==> src/rtl/operand_fetch_pkg.sv <==
// rtl/operand_fetch_pkg.sv - shared processor register-file parameters and helpers
package operand_fetch_pkg;

  localparam int NUM_REGS = 16;
  localparam int REG_W    = 32;
  localparam int RA_IDX   = 15;
  localparam int IDX_W    = $clog2(NUM_REGS);
  localparam int CNT_W    = 16;

  typedef logic [IDX_W-1:0]    reg_idx_t;
  typedef logic [REG_W-1:0]    reg_data_t;
  typedef logic [NUM_REGS-1:0] reg_mask_t;
  typedef logic [CNT_W-1:0]    cnt_t;

  typedef struct packed {
    reg_data_t op1;
    reg_data_t op2;
    reg_idx_t  rd;
  } op_bundle_t;

  function automatic reg_mask_t idx_mask(input reg_idx_t idx);
    reg_mask_t m;
    m      = '0;
    m[idx] = 1'b1;
    return m;
  endfunction

  // Calls always link through the return-address register.
  function automatic reg_idx_t resolve_dest(input logic iscall, input reg_idx_t rd);
    return iscall ? reg_idx_t'(RA_IDX) : rd;
  endfunction

endpackage

==> src/rtl/regfile_2r1w.sv <==
// rtl/regfile_2r1w.sv - register storage with two combinational read ports and write-through bypass
module regfile_2r1w
  import operand_fetch_pkg::*;
(
  input  logic      clk,
  input  logic      rst,
  input  reg_idx_t  ra1,
  output reg_data_t rd1,
  input  reg_idx_t  ra2,
  output reg_data_t rd2,
  input  logic      we,
  input  reg_idx_t  wa,
  input  reg_data_t wd
);

  reg_data_t mem [NUM_REGS];

  always_ff @(posedge clk) begin
    if (rst) begin
      for (int i = 0; i < NUM_REGS; i++) begin
        mem[i] <= '0;
      end
    end else if (we) begin
      mem[wa] <= wd;
    end
  end

  // A write landing this cycle is visible to readers in the same cycle.
  always_comb begin
    rd1 = mem[ra1];
    rd2 = mem[ra2];
    if (we && (wa == ra1)) rd1 = wd;
    if (we && (wa == ra2)) rd2 = wd;
  end

endmodule

==> src/rtl/operand_fetch.sv <==
// rtl/operand_fetch.sv - operand read, scoreboard hazard check and issue/execute handshake
module operand_fetch
  import operand_fetch_pkg::*;
(
  input  logic             clk,
  input  logic             rst,
  input  logic             issue_valid,
  output logic             issue_ready,
  input  logic [IDX_W-1:0] rs1,
  input  logic [IDX_W-1:0] rs2,
  input  logic [1:0]       src_en,
  input  logic [IDX_W-1:0] rd,
  input  logic             iswb,
  input  logic             iscall,
  output logic             op_valid,
  input  logic             op_ready,
  output logic [REG_W-1:0] op1,
  output logic [REG_W-1:0] op2,
  output logic [IDX_W-1:0] op_rd,
  input  logic             wb_en,
  input  logic [IDX_W-1:0] wb_addr,
  input  logic [REG_W-1:0] wb_data,
  output logic [NUM_REGS-1:0] busy_mask,
  output logic [CNT_W-1:0] stall_cnt
);

  logic       wb_act;
  reg_idx_t   dest;
  reg_mask_t  wb_clr;
  reg_mask_t  busy_set;
  reg_mask_t  busy_live;
  logic       hazard;
  logic       accept;
  reg_data_t  rf_rd1;
  reg_data_t  rf_rd2;
  op_bundle_t next_op;

  assign wb_act = wb_en && !rst;

  regfile_2r1w u_regfile (
    .clk (clk),
    .rst (rst),
    .ra1 (rs1),
    .rd1 (rf_rd1),
    .ra2 (rs2),
    .rd2 (rf_rd2),
    .we  (wb_act),
    .wa  (wb_addr),
    .wd  (wb_data)
  );

  // A register being written back this cycle no longer blocks issue.
  always_comb begin
    dest      = resolve_dest(iscall, rd);
    wb_clr    = wb_act ? idx_mask(wb_addr) : '0;
    busy_live = busy_mask & ~wb_clr;
    hazard    = (src_en[0] && busy_live[rs1]) ||
                (src_en[1] && busy_live[rs2]) ||
                (iswb && busy_live[dest]);
    issue_ready = !rst && !hazard && (!op_valid || op_ready);
    accept      = issue_valid && issue_ready;
    busy_set    = (accept && iswb) ? idx_mask(dest) : '0;
    next_op.op1 = src_en[0] ? rf_rd1 : '0;
    next_op.op2 = src_en[1] ? rf_rd2 : '0;
    next_op.rd  = dest;
  end

  always_ff @(posedge clk) begin
    if (rst) begin
      op_valid  <= 1'b0;
      op1       <= '0;
      op2       <= '0;
      op_rd     <= '0;
      busy_mask <= '0;
      stall_cnt <= '0;
    end else begin
      // Set is applied after clear so a same-cycle issue keeps its destination busy.
      busy_mask <= (busy_mask & ~wb_clr) | busy_set;
      if (accept) begin
        op_valid <= 1'b1;
        op1      <= next_op.op1;
        op2      <= next_op.op2;
        op_rd    <= next_op.rd;
      end else if (op_ready) begin
        op_valid <= 1'b0;
      end
      if (issue_valid && hazard && (stall_cnt != '1)) begin
        stall_cnt <= stall_cnt + 1'b1;
      end
    end
  end

endmodule

==> config.mk <==
export PLATFORM = sky130hd
export DESIGN_NAME = operand_fetch
export DESIGN_NICKNAME = d
export VERILOG_FILES = /design/src/rtl/operand_fetch_pkg.sv /design/src/rtl/regfile_2r1w.sv /design/src/rtl/operand_fetch.sv
export SDC_FILE = /design/constraint.sdc
export NUM_CORES = 1
export LEC_CHECK = 0
export ABC_AREA = 0
export CAP_MARGIN = 15
export CELL_PAD_IN_SITES_DETAIL_PLACEMENT = 1
export CELL_PAD_IN_SITES_GLOBAL_PLACEMENT = 1
export CORE_MARGIN = 2
export CORE_UTILIZATION = 45
export DETAILED_ROUTE_END_ITERATION = 6
export GPL_TIMING_DRIVEN = 0
export PLACE_DENSITY = 0.82
export SLEW_MARGIN = 30
export SYNTH_ARGS = -nofsm -noshare
export SYNTH_HDL_FRONTEND = slang
export SYNTH_SLANG_ARGS = --single-unit
==> constraint.sdc <==
create_clock -name clk -period 3.6 [get_ports clk]
set_input_delay 0.36 -clock clk [delete_from_list [all_inputs] [get_ports clk]]
set_output_delay 0.36 -clock clk [all_outputs]
set_load 0.01 [all_outputs]
==> results.py <==
metrics = {
    "run_status": {
        "status": "finished with violations",
        "violations": "setup timing",
    },
    "cts": {
        "root_buffer": "clkbuf_16",
        "numClockSinks": 613,
        "cts_tree": "done",
        "cts_buffers": 67,
        "clkTransAtPathRegs_ps": 60,
        "cts_buffer_depth": 3,
        "htree_levels": 3,
        "insertion_delay_ps": 630,
    },
    "grt": {
        "grt_pass1_vias": 24085,
        "grt_max_degree": 34,
        "grt_remaining_overflow": 0,
        "grt_usage_pct": 31.3,
        "grt_pass1_wl_um": 166000,
        "grt_antenna_before_repair": 6,
    },
    "floorplanning": {
        "start_util_pct": 45.4,
        "io_pins": 159,
        "die_w_um": 272,
        "fp.dieArea_sq_mm": 0.0740,
        "die_h_um": 272,
        "rows": 98,
        "coreArea_sq_mm": 0.0712,
    },
    "power": {
        "p_leak_nw": 12.5,
        "power.density_mw_per_mm2": 470,
        "vdd_ir_drop_max_mv": 0.435,
        "total_power_mw": 17.6,
    },
    "logic_synthesis": {
        "ys_seq_area_share_pct": 53.8,
        "ys_warn_count": 0,
        "synth_fp_nets": 2269,
        "syn_inst": 2211,
        "synth_ff_type": "edfxtp_1",
        "synth_cell_types": 63,
        "synth_edf_count": 512,
        "syn_avg_cell_area_sq_um": 14.6,
        "ys_ff_latch": 613,
        "synthesis.area_sq_mm": 0.0323,
        "async_flop_share_pct": 0,
    },
    "worst_setup_path": {
        "crit_buf_inv": 5,
        "endpoint_kind": "flop",
        "worstPathCellList": "clkdlybuf4s50_1, buf_2, clkbuf_1, buf_2, xnor2_1, nand3_1, clkbuf_2, mux2_2, nand3_1, a21oi_1",
        "max_stage_delay_ps": 600,
        "critPathKind": "in2reg",
        "cp_data_required_time_ps": 4110,
        "crit_arrival_ps": 4190,
        "crit_path_start_kind": "input pin",
        "crit_fanout": 10,
        "critPathTopFamily": "buffers and inverters",
        "cp_slowest_cell": "clkdlybuf4s50_1",
    },
    "detailed_routing": {
        "drc_errors": 0,
        "vias_per_cell": 6.55,
        "wire_per_inst_um": 33.7,
        "firstDrtPassIters": 7,
        "drt_iter0_drc": 3089,
        "routed_wirelength_um": 116000,
        "ant_nets": 0,
        "routed-via-count": 22513,
    },
    "place": {
        "post_dp_cell_area_sq_mm": 0.0351,
        "placed_cells": 3311,
        "numPortBuffers": 148,
        "dp_hpwl_um": 77500,
        "gp_congestion": 0.886,
    },
    "final_layout": {
        "mostFrequentLayoutCell": "and2_1",
        "area_growth_pct": 15.7,
        "drive_gt1_share_pct": 24.8,
        "fin_cells": 3438,
        "design_area_sq_mm": 0.0374,
        "num-nets-final": 2490,
        "num-fill-cells": 6837,
        "most-common-layout-cells": "514 x and2_1, 512 x edfxtp_1, 320 x mux4_2",
        "final_core_util_pct": 52.5,
    },
    "flow_run": {
        "drv_cap": 0,
    },
    "worst_hold_path": {
        "holdCritPathClass": "in2reg",
    },
    "timing": {
        "min_period_ps": 3680,
        "rsz0062_at_grt": "true",
        "fmax_mhz": 272,
        "drv_slew": 0,
        "finalClockSkew_ps": 26.0,
        "relSlewSlack_pct": 25.2,
        "setup_viol_count_final": 15,
        "finalCritPeriodShare_pct": 102,
        "setup_ws_ps": -79.2,
        "max_slew.worst_pin.slew_ps": 1120,
        "fin_setup_tns_ps": -645,
        "hold_viol": 0,
    },
}
[timing repair]
action | in CTS | in global routing
buffers inserted | 1 | 1
cloned | 0 | 0
hold endpoints to repair | 0 | 0
hold buffers | 0 | 0
endpoints found under the setup margin | 32 | 54
gates resized for setup | 18 | 19
pin swaps | 3 | 4
[worst reg2reg max path, stage by stage, from the launching register on]
cell and delay (ps):
dfxtp_1 360, o21ai_1 230, mux2i_1 160, o31ai_1 260
o31a_1 250, and4b_1 220, buf_4 290, clkbuf_1 740
nand2b_1 200, a21oi_1 60
[worst paths after layout]
check	startpoint	end	slack, ps	depth (start not counted)
hold reg to reg	op1[27]	op1[27]	470	2
setup reg to reg	busy_mask[6]	op1[1]	670	9
setup / recovery	rs2[1]	op2[3]	-80	10
hold / removal	src_en[0]	op1[19]	150	3
[stage by stage]
step                      setup WS (ps)  hold WS, ps
final                             -79.2          152
after global routing              -25.7          177
after CTS                         -90.2          149
after detailed placement           -801          463
after global placement             -969          463
after floorplan                     745          493
[flip-flops by register name, indices dropped and copies added, names as in the netlist]
| register | flops |
|---|---|
| op2 | 32 |
| u_regfile.mem | 512 |
| busy_mask | 16 |
| op_valid | 1 |
| stall_cnt | 16 |
| op1 | 32 |
| op_rd | 4 |
[power breakdown]
group          leakage [nW]  internal (mW)  total [mW]  switching, mW
clock network          1.08           4.09        7.07           2.99
registers              5.70           8.06        8.28          0.216
logic                  5.68           1.02        2.23           1.21
[layer usage]
layer / vias up / part of all wire, % / global-route usage, %
met5: - / 0.022 / 0
li1: 8917 / - / -
met4: 4 / 5.6 / 16.5
met1: 11607 / 35 / 37.6
met2: 1567 / 49 / 51.8
met3: 418 / 10 / 8.23
[cells in the mapped netlist (3+ instances only)]
master	number	share of area [%]
and2_1	514	9.9
buf_2	26	0.40
nand3b_1	3	0.070
o2111ai_1	6	0.16
buf_1	21	0.24
a32oi_1	4	0.11
nand4b_1	4	0.11
inv_1	13	0.15
nand4_1	14	0.27
a31o_2	5	0.14
nand3_1	73	1.1
o31ai_1	4	0.093
xnor2_1	3	0.081
dfxtp_1	101	6.3
mux2_2	71	2.5
o211ai_1	11	0.26
nand2_1	18	0.21
edfxtp_1	512	48
a21oi_1	75	1.2
o22ai_1	14	0.27
o21ai_1	5	0.077
and3_1	7	0.14
or2_2	16	0.31
mux4_2	320	22
buf_6	9	0.31
xor2_1	6	0.16
a211oi_1	4	0.093
o21ai_0	12	0.19
buf_4	8	0.19
clkbuf_1	153	1.8
nor2_1	47	0.55
nor3_1	7	0.11
nor2b_1	12	0.23
o221ai_1	3	0.081
nand2b_1	73	1.4
[cell type report]
type                    count  area, sq um  area share, %
well taps                 950         1190           3.18
diodes                      5         12.5         0.0335
clock buffers              95         1960           5.24
flip-flops and latches    613        17400           46.5
inverters                  13         48.8          0.130
clock inverters            25          226          0.605
multi-input cells        1367        14000           37.5
plain buffers             218         1010           2.70
repair buffers            152         1550           4.14
[logic make-up after synthesis]
group,after synthesis,share of synthesized area [%]
simple gates,806,14.9
xor+xnor,9,0.244
fa+ha+maj,1,0.0387
flops,613,53.8
compound gates,158,3.04
mux,393,24.8
buf+inv,231,3.09
Note: power is estimated with default switching activity, not from simulation.
